File: src/rtl/adc_packetizer_pkg.sv
`default_nettype none
// ============================================================================
// Module      : adc_packetizer_pkg
// Description : Shared types and constants for the ADC packetizer: framing
//               state encoding, cfg bit positions, status field layout.
// Revision    : 1.0 - initial release
// ============================================================================
package adc_packetizer_pkg;

  // Framing state: IDLE discards samples, RUN frames them, CLOSING waits for
  // one more sample to terminate a packet after enable dropped.
  typedef enum logic [1:0] {
    IDLE    = 2'd0,
    RUN     = 2'd1,
    CLOSING = 2'd2
  } state_t;

  // cfg register layout
  localparam int CFG_ENABLE  = 31;
  localparam int CFG_LEN_MSB = 23;
  localparam int LEN_W       = CFG_LEN_MSB + 1;

  // status register layout
  localparam int STAT_OVERFLOW  = 31;
  localparam int STAT_IN_PACKET = 30;
  localparam int STAT_PKT_MSB   = 29;
  localparam int STAT_PKT_LSB   = 16;
  localparam int STAT_DROP_MSB  = 15;
  localparam int STAT_DROP_LSB  = 0;
  localparam int PKT_CNT_W      = STAT_PKT_MSB - STAT_PKT_LSB + 1;
  localparam int DROP_CNT_W     = STAT_DROP_MSB - STAT_DROP_LSB + 1;

  // Assemble the status word from its fields.
  function automatic logic [31:0] pack_status(
    input logic                  overflow,
    input logic                  in_packet,
    input logic [PKT_CNT_W-1:0]  pkt_cnt,
    input logic [DROP_CNT_W-1:0] drop_cnt
  );
    return {overflow, in_packet, pkt_cnt, drop_cnt};
  endfunction

endpackage
`default_nettype wire

File: src/rtl/adc_packetizer_fifo.sv
`default_nettype none
// ============================================================================
// Module      : axis_sync_fifo
// Description : Single-clock first-word-fall-through FIFO with a registered
//               head. The head register counts toward DEPTH, so exactly
//               DEPTH entries can be held. A push into an empty FIFO is
//               visible on rd_data the following cycle.
// Revision    : 1.0 - initial release
// ============================================================================
module axis_sync_fifo #(
  parameter int WIDTH = 33,
  parameter int DEPTH = 16
) (
  input  logic             aclk,
  input  logic             aresetn,
  input  logic [WIDTH-1:0] wr_data,
  input  logic             wr_en,
  output logic             full,
  output logic             empty,
  output logic [WIDTH-1:0] rd_data,
  output logic             rd_valid,
  input  logic             rd_ready
);

  localparam int AW = $clog2(DEPTH);

  logic [WIDTH-1:0] mem [DEPTH];
  logic [AW-1:0]    wr_ptr;
  logic [AW-1:0]    rd_ptr;
  logic [AW-1:0]    rd_ptr_nxt;
  logic [AW:0]      count;
  logic [AW:0]      count_nxt;
  logic [WIDTH-1:0] head_nxt;
  logic             push;
  logic             pop;

  assign full  = (count == (AW+1)'(DEPTH));
  assign empty = (count == '0);
  assign pop   = rd_valid & rd_ready;
  // a full FIFO still accepts a push when the head leaves in the same cycle
  assign push  = wr_en & (~full | pop);

  // Next read pointer, occupancy and head value; a push into a FIFO that is
  // empty after this cycle's pop bypasses the array straight to the head.
  always_comb begin
    rd_ptr_nxt = rd_ptr + AW'(pop);
    count_nxt  = count + (AW+1)'(push) - (AW+1)'(pop);
    head_nxt   = (push && (count == (AW+1)'(pop))) ? wr_data : mem[rd_ptr_nxt];
  end

  // Storage array write port (no reset needed; occupancy guards reads).
  always_ff @(posedge aclk) begin
    if (push) begin
      mem[wr_ptr] <= wr_data;
    end
  end

  // Pointers, occupancy and the registered head; reset flushes everything.
  always_ff @(posedge aclk or negedge aresetn) begin
    if (!aresetn) begin
      wr_ptr   <= '0;
      rd_ptr   <= '0;
      count    <= '0;
      rd_valid <= 1'b0;
      rd_data  <= '0;
    end else begin
      if (push) begin
        wr_ptr <= wr_ptr + AW'(1);
      end
      rd_ptr   <= rd_ptr_nxt;
      count    <= count_nxt;
      rd_valid <= (count_nxt != '0);
      if (count_nxt != '0) begin
        rd_data <= head_nxt;
      end
    end
  end

endmodule
`default_nettype wire

File: src/rtl/adc_packetizer.sv
`default_nettype none
// ============================================================================
// Module      : adc_packetizer
// Description : Frames the free-running ADC sample stream into fixed-length
//               AXI-Stream packets for the S2MM DMA. An FWFT FIFO absorbs DMA
//               stalls; samples arriving while it is full are dropped.
//               Build option ADC_PACKETIZER_DROP_CNT_EN adds the 16-bit
//               saturating drop counter reported in status[15:0].
// Revision    : 1.0 - initial release
// ============================================================================
module adc_packetizer
  import adc_packetizer_pkg::*;
#(
  parameter int DATA_W     = 32,
  parameter int FIFO_DEPTH = 16
) (
  input  logic              aclk,
  input  logic              aresetn,
  input  logic [31:0]       cfg,
  input  logic [DATA_W-1:0] s_axis_tdata,
  input  logic              s_axis_tvalid,
  output logic [DATA_W-1:0] m_axis_tdata,
  output logic              m_axis_tvalid,
  input  logic              m_axis_tready,
  output logic              m_axis_tlast,
  output logic [31:0]       status
);

  state_t                 state;
  logic [LEN_W-1:0]       beat_cnt;
  logic [LEN_W-1:0]       len_q;
  logic                   enable_q;
  logic [PKT_CNT_W-1:0]   pkt_cnt;
  logic [DROP_CNT_W-1:0]  drop_cnt;
  logic                   overflow;

  logic                   enable;
  logic [LEN_W-1:0]       cfg_len;
  logic                   en_rise;
  logic                   fifo_full;
  logic                   fifo_empty;
  logic                   wr;
  logic                   wr_last;
  logic                   pkt_inc;
  logic                   drop;
  logic                   in_packet;
  logic                   unused_bits;

  assign enable      = cfg[CFG_ENABLE];
  assign cfg_len     = cfg[CFG_LEN_MSB:0];
  assign en_rise     = enable & ~enable_q;
  assign unused_bits = ^{cfg[30:LEN_W], fifo_empty};

  // Decide whether the current sample is written, dropped or discarded, and
  // whether it terminates a packet (natural length or forced close).
  always_comb begin
    wr      = 1'b0;
    wr_last = 1'b0;
    pkt_inc = 1'b0;
    drop    = 1'b0;
    case (state)
      RUN: begin
        if (enable) begin
          wr      = s_axis_tvalid & ~fifo_full;
          wr_last = (beat_cnt == len_q);
          drop    = s_axis_tvalid & fifo_full;
        end else if (beat_cnt != '0) begin
          wr      = s_axis_tvalid & ~fifo_full;
          wr_last = 1'b1;
          drop    = s_axis_tvalid & fifo_full;
        end
        // enable low on a packet boundary: sample discarded, not a drop
      end
      CLOSING: begin
        wr      = s_axis_tvalid & ~fifo_full;
        wr_last = 1'b1;
        drop    = s_axis_tvalid & fifo_full;
      end
      default: ;
    endcase
    pkt_inc = wr & wr_last;
  end

  // Framing FSM with beat/length tracking, packet count and overflow flag;
  // an enable rising edge restarts the statistics.
  always_ff @(posedge aclk or negedge aresetn) begin
    if (!aresetn) begin
      state    <= IDLE;
      beat_cnt <= '0;
      len_q    <= '0;
      enable_q <= 1'b0;
      pkt_cnt  <= '0;
      overflow <= 1'b0;
    end else begin
      enable_q <= enable;
      case (state)
        IDLE: begin
          if (enable) begin
            state    <= RUN;
            beat_cnt <= '0;
            len_q    <= cfg_len;
          end
        end
        RUN: begin
          if (enable) begin
            if (wr) begin
              if (wr_last) begin
                beat_cnt <= '0;
                len_q    <= cfg_len;
              end else begin
                beat_cnt <= beat_cnt + LEN_W'(1);
              end
            end
          end else if (beat_cnt == '0) begin
            state <= IDLE;
          end else if (wr) begin
            state    <= IDLE;
            beat_cnt <= '0;
          end else begin
            state <= CLOSING;
          end
        end
        CLOSING: begin
          if (wr) begin
            state    <= IDLE;
            beat_cnt <= '0;
          end
        end
        default: state <= IDLE;
      endcase
      if (en_rise) begin
        pkt_cnt  <= '0;
        overflow <= 1'b0;
      end else begin
        if (pkt_inc) begin
          pkt_cnt <= pkt_cnt + PKT_CNT_W'(1);
        end
        if (drop) begin
          overflow <= 1'b1;
        end
      end
    end
  end

`ifdef ADC_PACKETIZER_DROP_CNT_EN
  // Saturating count of samples lost to a full FIFO since the last enable.
  always_ff @(posedge aclk or negedge aresetn) begin
    if (!aresetn) begin
      drop_cnt <= '0;
    end else if (en_rise) begin
      drop_cnt <= '0;
    end else if (drop && (drop_cnt != '1)) begin
      drop_cnt <= drop_cnt + DROP_CNT_W'(1);
    end
  end
`else
  assign drop_cnt = '0;
`endif

  assign in_packet = (state == CLOSING) | ((state == RUN) & (beat_cnt != '0));
  assign status    = pack_status(overflow, in_packet, pkt_cnt, drop_cnt);

  axis_sync_fifo #(
    .WIDTH (DATA_W + 1),
    .DEPTH (FIFO_DEPTH)
  ) u_fifo (
    .aclk     (aclk),
    .aresetn  (aresetn),
    .wr_data  ({wr_last, s_axis_tdata}),
    .wr_en    (wr),
    .full     (fifo_full),
    .empty    (fifo_empty),
    .rd_data  ({m_axis_tlast, m_axis_tdata}),
    .rd_valid (m_axis_tvalid),
    .rd_ready (m_axis_tready)
  );

endmodule
`default_nettype wire

File: config.mk
export PLATFORM = sky130hd
export DESIGN_NAME = adc_packetizer
export DESIGN_NICKNAME = d
export VERILOG_FILES = /design/src/rtl/adc_packetizer_pkg.sv /design/src/rtl/adc_packetizer_fifo.sv /design/src/rtl/adc_packetizer.sv
export SDC_FILE = /design/constraint.sdc
export NUM_CORES = 1
export LEC_CHECK = 0
export BUFFER_PORTS_ARGS = -buffer_cell sky130_fd_sc_hd__clkbuf_2
export CORE_MARGIN = 3
export CORE_UTILIZATION = 40
export DETAILED_ROUTE_END_ITERATION = 8
export PLACE_DENSITY = 0.66
export SLEW_MARGIN = 20
export SYNTH_ARGS = -nofsm -noshare
export SYNTH_HDL_FRONTEND = slang
export SYNTH_SLANG_ARGS = --single-unit
File: constraint.sdc
create_clock -name aclk -period 5.9 [get_ports aclk]
set_input_delay 0.295 -clock aclk [delete_from_list [all_inputs] [get_ports aclk]]
set_output_delay 0.295 -clock aclk [all_outputs]
set_load 0.1 [all_outputs]
# --- Yosys cells after proc, flatten, opt, wreduce, memory -nomap -nowiden ---
# Memories as Yosys holds them, arrays and structs flattened.
# Index checks and enable logic that the tools add are counted.
word_totals:
  output_inout_bits: 66
  memories: 1
  input_bits: 68
  mem_bits_rw: 528
  register_bits: 113
mem_list:
  columns: ["name", "words", "width", "read_ports", "rd_ports_with_merged_regs", "wr", "line", "rtl"]
  rows:
  - ["u_fifo.mem", 16, 33, 1, 0, 1, "adc_packetizer_fifo.sv:27", "logic [WIDTH-1:0] mem [DEPTH];"]
classes:
  bitwise_logic: 11
  n_eq_ne: 13
  mux: 34
  addsub: 6
  n_reduce_logical: 12
ops:
  columns: ["op", "n"]
  rows:
  - ["24-bit two-way mux", 10]
  - ["24-bit case mux with 3 select lines", 1]
  - ["24-bit case mux with 2 select lines", 1]
  - ["33-bit two-way mux", 1]
  - ["14-bit two-way mux", 2]
  - ["24-bit by 1-bit adder with 24-bit output, second input constant", 1]
  - ["24-bit equality test", 1]
  - ["24-bit zero test", 1]
  - ["24-bit nonzero test", 1]
  - ["14-bit by 1-bit adder with 14-bit output, second input constant", 1]
  - ["1-bit two-way mux", 10]
  - ["2-bit two-way mux", 5]
  - ["2-bit != test, second input constant", 4]
  - ["1-bit AND", 7]
  - ["1-bit case mux with 2 select lines", 3]
  - ["2-bit case mux with 3 select lines", 1]
  - ["2-bit nonzero test", 3]
  - ["5-bit by 1-bit adder with 5-bit output", 1]
  - ["5-bit by 1-bit equality test with 1-bit output", 1]
  - ["5-bit equality test, second input constant", 1]
  - ["5-bit AND reduction", 1]
  - ["5-bit nonzero test", 1]
  - ["5-bit by 1-bit subtractor with 5-bit output", 1]
  - ["4-bit by 1-bit adder with 4-bit output", 1]
  - ["other kinds (13)", 16]

# --- Longest topological paths before layout ---
# Gate-level depths: netlist of run 1.
logic_depth:
  depth_word: 10
  mapped_depth: 19

# --- Modules after synthesis ---
# From an unflattened synthesis of run 1, not the netlist that was laid out.
unflattened:
  hier_cells: 1462
  area_unflattened_um2: 26539.2
modules_own_cells:
  columns: ["module", "n_inst", "area_per_inst_um2", "seq_area_each_um2", "cells_per_inst"]
  rows:
  - ["axis_sync_fifo", 1, 22504.1, 17031.3, 1043]
  - ["adc_packetizer", 1, 4035.1, 1651.6, 419]

# --- Least setup slack after synthesis of run 1 ---
# No wires, ideal clock.
synth_timing:
  path_type: "register to register"
  from: "reg state[0]"
  to: "mem u_fifo.mem[2][0] (enable)"
  n_path_buf: 2
  setup_ns: 0.518
  arrival_ns: 5.078
  path_stages_with_launch: 9
  setup_slack_ns: 0.304
  path_cell_list: "dfrtp_1 -> inv_1 -> ha_1 -> nand2_1 -> nor3_1 -> o21ai_1 -> clkbuf_1 -> clkbuf_1 -> nor4b_1"
synth_via:
  elab_chain_len: 5
  word_cells_on_any_way: 6
synth_rtl:
  columns: ["element", "line", "rtl"]
  rows:
  - ["start, declared", "adc_packetizer.sv:29", "state_t state;"]
  - ["start signal, assigned", "adc_packetizer.sv:88", "state <= IDLE;"]
  - ["start signal, assigned", "adc_packetizer.sv:99", "state <= RUN;"]
  - ["start signal, assigned", "adc_packetizer.sv:115", "state <= IDLE;"]
  - ["2-bit equality test or 2-bit by 1-bit equality test with 1-bit output (tied branches)", "adc_packetizer.sv:61", "case (state)"]
  - ["1-bit case mux with 2 select lines *", "adc_packetizer.sv:61", null]
  - ["1-bit AND *", "adc_packetizer_fifo.sv:41", "assign push = wr_en & (~full | pop);"]
  - ["1-bit two-way mux *", "adc_packetizer_fifo.sv:53", "if (push) begin"]
  - ["1-bit two-way mux (not written as such) *", "adc_packetizer_fifo.sv:54", "mem[wr_ptr] <= wr_data;"]
  - ["end, declared", "adc_packetizer_fifo.sv:27", null]
# Mark *: on every way between the ends. The rest lies on a longest branch, timed or not.

# --- Worst setup path in the final report of run 1 ---
layout_timing:
  from: "reg beat_cnt[2]"
  to: "reg u_fifo.rd_data[21]"
layout_via:
  elab_chain_len: 8
  word_cells_on_any_way: 10
layout_rtl:
  columns: ["element", "line", "rtl"]
  rows:
  - ["start, declared", "adc_packetizer.sv:30", "logic [LEN_W-1:0] beat_cnt;"]
  - ["start signal, assigned", "adc_packetizer.sv:111", "beat_cnt <= beat_cnt + LEN_W'(1);"]
  - ["24-bit nonzero test", "adc_packetizer.sv:67", "end else if (beat_cnt != '0) begin"]
  - ["1-bit two-way mux", "adc_packetizer.sv:67", null]
  - ["1-bit two-way mux", "adc_packetizer.sv:63", "if (enable) begin"]
  - ["1-bit case mux with 2 select lines", "adc_packetizer.sv:61", null]
  - ["1-bit AND", "adc_packetizer_fifo.sv:41", null]
  - ["5-bit by 1-bit adder with 5-bit output", "adc_packetizer_fifo.sv:47", "count_nxt = count + (AW+1)'(push) - (AW+1)'(pop);"]
  - ["5-bit by 1-bit subtractor with 5-bit output", "adc_packetizer_fifo.sv:47", null]
  - ["via u_fifo.count_nxt[4]", "adc_packetizer_fifo.sv:32", "logic [AW:0] count_nxt;"]
  - ["5-bit nonzero test", "adc_packetizer_fifo.sv:73", "if (count_nxt != '0) begin"]
  - ["end signal, assigned", "adc_packetizer_fifo.sv:74", "rd_data <= head_nxt;"]
  - ["end, declared", "adc_packetizer_fifo.sv:20", "output logic [WIDTH-1:0] rd_data,"]
# The timed path passes the listed nets, and every way through them passes these cells.
# A chain may end at the register's enable or synchronous reset.

==> results of run 1 <==
critical path: stages, from the launching register on:
cell,delay (ns)
dfrtp_1,0.46
nor4_1,0.36
nand4_1,0.32
o21ai_2,0.22
buf_4,0.31
clkinv_1,0.52
ha_1,0.43
inv_1,0.08
fa_1,0.21
inv_1,0.05
a21oi_1,0.13
o21bai_1,0.09
xnor2_1,0.14
or4_4,0.86
mux2_2,0.39
logic make-up (layout without fill, tap and decap cells):
| logic type | count (synthesis) | after routing | synth area share, % |
|---|---|---|---|
| DFF | 641 | 641 | 70.6 |
| buffers and inverters | 129 | 320 | 2.37 |
| other | 1 | 16 | 0.0142 |
| xor gates and xnor gates | 35 | 35 | 1.16 |
| AOI/OAI and AO/OA | 160 | 160 | 3.98 |
| and+or+nand+nor | 203 | 203 | 4.54 |
| adders and majority gates | 20 | 20 | 0.974 |
| muxes | 256 | 256 | 16.4 |
synthesized netlist by cell type, types with 5 or more instances:
master and instances:
a211oi_1 34, nor4_1 6, nand4_1 17, xor2_1 5
inv_1 30, mux2i_1 34, and2_1 11, o21ai_0 18
nand3_1 17, buf_4 19, and3_1 16, clkbuf_1 43
edfxtp_1 528, nor2b_1 33, and4_1 5, a31oi_1 15
mux2_2 90, o22ai_1 5, or4_1 6, nand2_1 38
ha_1 19, nand2b_1 7, o31ai_1 6, xnor2_1 30
buf_6 5, a21oi_1 52, buf_2 27, or3_1 7
mux4_2 132, nor2_1 21, dfrtp_1 113
state kept, by name (all words and copies together) (netlist names):
signal and flops:
overflow 1, u_fifo.rd_valid 1, u_fifo.mem 528, u_fifo.rd_ptr 4, state 2, u_fifo.wr_ptr 4, beat_cnt 24, enable_q 1
u_fifo.rd_data 33, pkt_cnt 14, len_q 24, u_fifo.count 5
metrics by stage:
step / power [mW] / worst slack, ns / cell area, um2 / util [%]
finish: 16.2 / 1.17 / 30500 / 46.9
global route: 17.0 / 0.839 / 30500 / 46.9
CTS: 16.4 / 0.606 / 30400 / 46.9
detailed placement: 12.3 / 0.643 / 28100 / 43.2
global placement: 12.2 / 0.753 / 28100 / 43.2
floorplan: 10.8 / 0.304 / 26500 / -
worst max path at each step:
| stage | startpoint | to | depth (start not counted) |
|---|---|---|---|
| after global routing | beat_cnt[2] | u_fifo.rd_data[30] | 14 |
| after floorplan | state[0] | u_fifo.mem[2][0] | 8 |
| after global placement | beat_cnt[2] | u_fifo.rd_data[7] | 14 |
| after CTS | beat_cnt[2] | u_fifo.rd_data[21] | 14 |
| final | beat_cnt[2] | u_fifo.rd_data[21] | 14 |
| after detailed placement | beat_cnt[2] | u_fifo.rd_data[5] | 14 |
final cells by class:
cell class / count / area share [%]
multi-input combinational: 690 / 24.1
sequential: 641 / 61.4
timing repair buffer: 169 / 3.74
inverter: 31 / 0.382
tap: 855 / 3.51
clock buffer: 91 / 6.01
clock inverter: 29 / 0.925
power breakdown:
| part | internal, mW | leakage [nW] | switching, mW |
|---|---|---|---|
| clock network | 2.36 | 1.02 | 1.70 |
| registers | 5.27 | 6.16 | 0.230 |
| logic | 2.92 | 3.21 | 3.68 |
cell usage in the layout (no fill, tap or decap), types with 21 or more instances in the layout:
| cell type | n |
|---|---|
| edfxtp_1 | 528 |
| nor2_1 | 21 |
| xnor2_1 | 30 |
| clkbuf_2 | 109 |
| clkbuf_16 | 69 |
| mux2i_1 | 34 |
| a21oi_1 | 52 |
| nand2_1 | 38 |
| dfrtp_1 | 113 |
| inv_1 | 30 |
| a211oi_1 | 33 |
| mux4_2 | 132 |
| dlygate4sd3_1 | 26 |
| nor2b_1 | 33 |
| buf_4 | 27 |
| mux2_2 | 90 |
per-layer routing:
| layer | wire (um) | share of wire [%] | GRT usage [%] | up-vias |
|---|---|---|---|---|
| met2 | 27800 | 50 | 27.1 | 374 |
| met3 | 3060 | 5.4 | 3.29 | 98 |
| li1 | - | - | - | 6076 |
| met5 | 41 | 0.073 | 0 | - |
| met1 | 24100 | 43 | 21.8 | 7152 |
| met4 | 1240 | 2.2 | 4.62 | 6 |
==> flow_metrics.env, run 1 <==
export IMPL_finClkSkew_ns=0.0259
export IMPL_whs_path_depth=1
export IMPL_htreeDepth=3
export IMPL_clk_pin_slew_ns=0.06
export IMPL_num_vias=13700
export IMPL_required_ns=6.35
export IMPL_grtUsageTotal_pct=16.3
export IMPL_fmax_ghz=0.212
export IMPL_worst_hold_path_type="input pin to flop"
export IMPL_drc=0
export IMPL_grt_max_degree=101
export IMPL_vdd_drop_max_mv=0.503
export IMPL_period_minus_slack_ns=4.73
export IMPL_multiInputGateArea_um2=7330
export IMPL_ys_seq_area_share_pct=70.6
export IMPL_worstPathMaxFanout=34
export IMPL_worst_pin_slew_ns=1.09
export IMPL_start_util_pct=40.8
export IMPL_die_h_um=263
export IMPL_grt_pass1_wl_mm=87.0
export IMPL_via_per_inst=5.47
export IMPL_holdCritStartpoint="s_axis_tdata[31]"
export IMPL_drt_wl_total_mm=56.2
export IMPL_synth_top_cell_area_share_pct=59.9
export IMPL_synth_edff_count=528
export IMPL_slew_headroom_pct=27.3
export IMPL_crit_reg2reg_launch="beat_cnt[2]"
export IMPL_cts_hold_buf=26
export IMPL_syn_avg_cell_area_um2=18.3
export IMPL_slew_violations=0
export IMPL_rsz0062_at_grt="no"
export IMPL_fin_tns_setup_ns=0
export IMPL_place_congestion=0.864
export IMPL_yosysTopAreaCell="edfxtp_1"
export IMPL_synth_distinct_cells=65
export IMPL_detail_route_first_pass_iterations=6
export IMPL_placed_cells=2359
export IMPL_core_area_um2=64900
export IMPL_stdcell_count=2506
export IMPL_clockBufferDepth=3
export IMPL_dominantRegCellSynth="edfxtp_1"
export IMPL_clock_sinks=641
export IMPL_p_per_area_nw_per_um2=531
export IMPL_syn_inst=1445
export IMPL_die_w_um=263
export IMPL_drv_cap=0
export IMPL_rr_worst_depth=14
export IMPL_cts_tree="built"
export IMPL_num_rows=93
export IMPL_fin_nets=1689
export IMPL_crit_path_end_kind="flop"
export IMPL_first_global_vias=14500
export IMPL_whs_ns=0.119
export IMPL_path_class="flop to flop"
export IMPL_final_seq_area_um2=18700
export IMPL_startpoint_type="flop"
export IMPL_whs_endpoint="u_fifo.mem[0][31]"
export IMPL_ioPinCount=134
export IMPL_setup_viol=0
export IMPL_yosys_warnings=0
export IMPL_worstPathArrival_ns=5.18
export IMPL_synth_area_leaders="edfxtp_1 (60%), mux4_2 (11%), dfrtp_1 (11%)"
export IMPL_drt_iter0_markers=1009
export IMPL_avgRoutedWirePerCell_um=22.4
export IMPL_numPortBuffers=110
export IMPL_status="complete, no violations"
export IMPL_r2r_slack_ns=1.17
export IMPL_drive_gt1_share_pct=29.7
export IMPL_cts_resized=0
export IMPL_antenna_cells=0
export IMPL_r2r_end="u_fifo.rd_data[21]"
export IMPL_finalCritPeriodShare_pct=80.1
export IMPL_insertion_delay_ns=0.59
export IMPL_ys_ff_latch=641
export IMPL_power_leakage_nw=10.4
export IMPL_root_buffer="clkbuf_16"
export IMPL_die_area_um2=69300
export IMPL_area_growth_pct=15.1
export IMPL_netlist_area_um2=26500
export IMPL_numCtsBuffers=68
export IMPL_hold_viol=0
export IMPL_antenna_found_initial=3
export IMPL_postCtsSetupRepairBufs=0
export IMPL_final_antenna_net_count=0
export IMPL_grt_overflow_total=0
export IMPL_dpl_hpwl_mm=30.5
export IMPL_async_flop_share_pct=17.6
export IMPL_nFillCells=5409
Power figures use the tool's default switching activity.
==> inputs of run 2 (changes only) <==
PLACE_DENSITY = 0.64   (was 0.66)
clock period = 4.6 ns   (was 5.9 ns; I/O delays follow)
==> flow_metrics.env, run 2 (same netlist as run 1, synthesis figures left out) <==
export IMPL_status="complete, no violations"
export IMPL_rsz0062_at_grt="no"
export IMPL_top_register="u_fifo.mem"
export IMPL_finalCritPeriodShare_pct=86.8
export IMPL_fin_tns_setup_ns=0
export IMPL_setup_viol=0
export IMPL_placed_cells=2364
export IMPL_via_per_inst=5.50
export IMPL_dpl_hpwl_mm=31.6
export IMPL_clk_pin_slew_ns=0.06
export IMPL_worst_pin_slew_ns=1.10
export IMPL_grtUsageTotal_pct=16.6
export IMPL_core_area_um2=64900
export IMPL_numPortBuffers=110
export IMPL_area_growth_pct=15.7
export IMPL_postCtsSetupRepairBufs=0
export IMPL_drc=0
export IMPL_whs_ns=0.0270
export IMPL_num_rows=93
export IMPL_clock_sinks=641
export IMPL_clockBufferDepth=3
export IMPL_cts_hold_buf=26
export IMPL_die_area_um2=69300
export IMPL_num_vias=13800
export IMPL_avgRoutedWirePerCell_um=22.8
export IMPL_hold_viol=0
export IMPL_reg_top3="u_fifo.mem x528, u_fifo.rd_data x33"
export IMPL_antenna_found_initial=4
export IMPL_worst_hold_path_type="input pin to flop"
export IMPL_drt_iter0_markers=997
export IMPL_start_util_pct=40.8
export IMPL_ioPinCount=134
export IMPL_worstPathArrival_ns=4.46
export IMPL_detail_route_first_pass_iterations=5
export IMPL_fin_nets=1694
export IMPL_stdcell_count=2518
export IMPL_drive_gt1_share_pct=30.6
export IMPL_path_class="flop to flop"
export IMPL_numCtsBuffers=69
export IMPL_place_area_um2=28100
export IMPL_post_route_util_pct=47.2
export IMPL_final_cell_mix="edfxtp_1 (528), mux4_2 (132), dfrtp_1 (113)"
export IMPL_cts_tree="built"
export IMPL_multiInputGateArea_um2=7340
export IMPL_root_buffer="clkbuf_16"
export IMPL_nFillCells=5434
export IMPL_worstPathMaxFanout=34
export IMPL_period_minus_slack_ns=3.99
export IMPL_first_global_vias=14400
export IMPL_insertion_delay_ns=0.61
export IMPL_largest_reg_flops=528
export IMPL_die_w_um=263
export IMPL_crit_path_end_kind="flop"
export IMPL_drt_wl_total_mm=57.3
export IMPL_grt_overflow_total=0
export IMPL_place_congestion=0.823
export IMPL_layout_commonest_cell="edfxtp_1"
export IMPL_final_area_um2=30600
export IMPL_fmax_ghz=0.251
export IMPL_cts_resized=0
export IMPL_final_antenna_net_count=0
export IMPL_dpl_worst_slack_ns=0.604
export IMPL_slew_headroom_pct=26.5
export IMPL_p_per_area_nw_per_um2=683
export IMPL_required_ns=5.06
export IMPL_vdd_drop_max_mv=0.528
export IMPL_grt_max_degree=74
export IMPL_slew_violations=0
export IMPL_htreeDepth=3
export IMPL_startpoint_type="flop"
export IMPL_final_seq_area_um2=18700
export IMPL_die_h_um=263
export IMPL_grt_pass1_wl_mm=88.2
export IMPL_drv_cap=0
export IMPL_power_mw=20.9
export IMPL_power_leakage_nw=10.5
export IMPL_finClkSkew_ns=0.0275
export IMPL_worst_slack_ns=0.608
-- run 2: changes by cell type in the layout (fill, tap and decap cells not counted), moves of 2 or more --
| cell | previous run | this run |
|---|---|---|
| clkbuf_1 | 20 | 12 |
| clkinv_2 | 7 | 15 |
| buf_4 | 27 | 31 |
| clkbuf_8 | 2 | 5 |
| clkbuf_16 | 69 | 71 |
| clkinv_16 | 0 | 2 |
| clkinv_8 | 2 | 0 |
-- run 2: per-layer routing --
metal	up-vias	global-route usage [%]	share of wire, %
li1	6084	-	-
met1	7285	22.8	43
met2	387	27.1	49
met3	77	3.47	6.1
met4	4	4.62	1.8
met5	-	0	0.052
-- run 2: final cells by class --
cell class	instances	share of cell area, %
antenna	1	0.00817
clock buffer	88	6.18
clock inverter	39	1.12
inverter	31	0.380
multi-input combinational	690	24.0
sequential	641	61.0
tap	855	3.49
timing repair buffer	173	3.82
-- run 2: worst max-delay path, cell delays in order, from the launching register on --
cell and delay [ns]:
dfrtp_1 0.42, inv_1 0.11, ha_1 0.42, inv_1 0.18
nand4_1 0.15, o21ai_2 0.07, clkinv_1 0.07, ha_1 0.18
inv_1 0.07, fa_1 0.43, inv_1 0.07, a21oi_1 0.06
o21bai_1 0.16, xnor2_1 0.09, or4_2 0.65, buf_4 0.35
mux2_2 0.36
-- run 2: path summary, 6_finish.rpt --
kind                                          from                 end  depth (start not counted)  slack [ns]
worst max-delay path                      state[0]  u_fifo.rd_data[19]                         16        0.61
worst min-delay path              s_axis_tdata[23]   u_fifo.mem[3][23]                          1        0.03
worst max register to register            state[0]  u_fifo.rd_data[19]                         16        0.61
worst min register to register  u_fifo.rd_data[27]  u_fifo.rd_data[27]                          1        0.50
max in group asynchronous                  aresetn   u_fifo.rd_data[4]                          3        3.23
min in group asynchronous                  aresetn        beat_cnt[17]                          2        0.24
-- run 2: where the power goes --
| part | internal [mW] | switching (mW) | total, mW |
|---|---|---|---|
| clock | 3.11 | 2.29 | 5.40 |
| combinational | 3.73 | 4.71 | 8.44 |
| sequential | 6.76 | 0.297 | 7.06 |
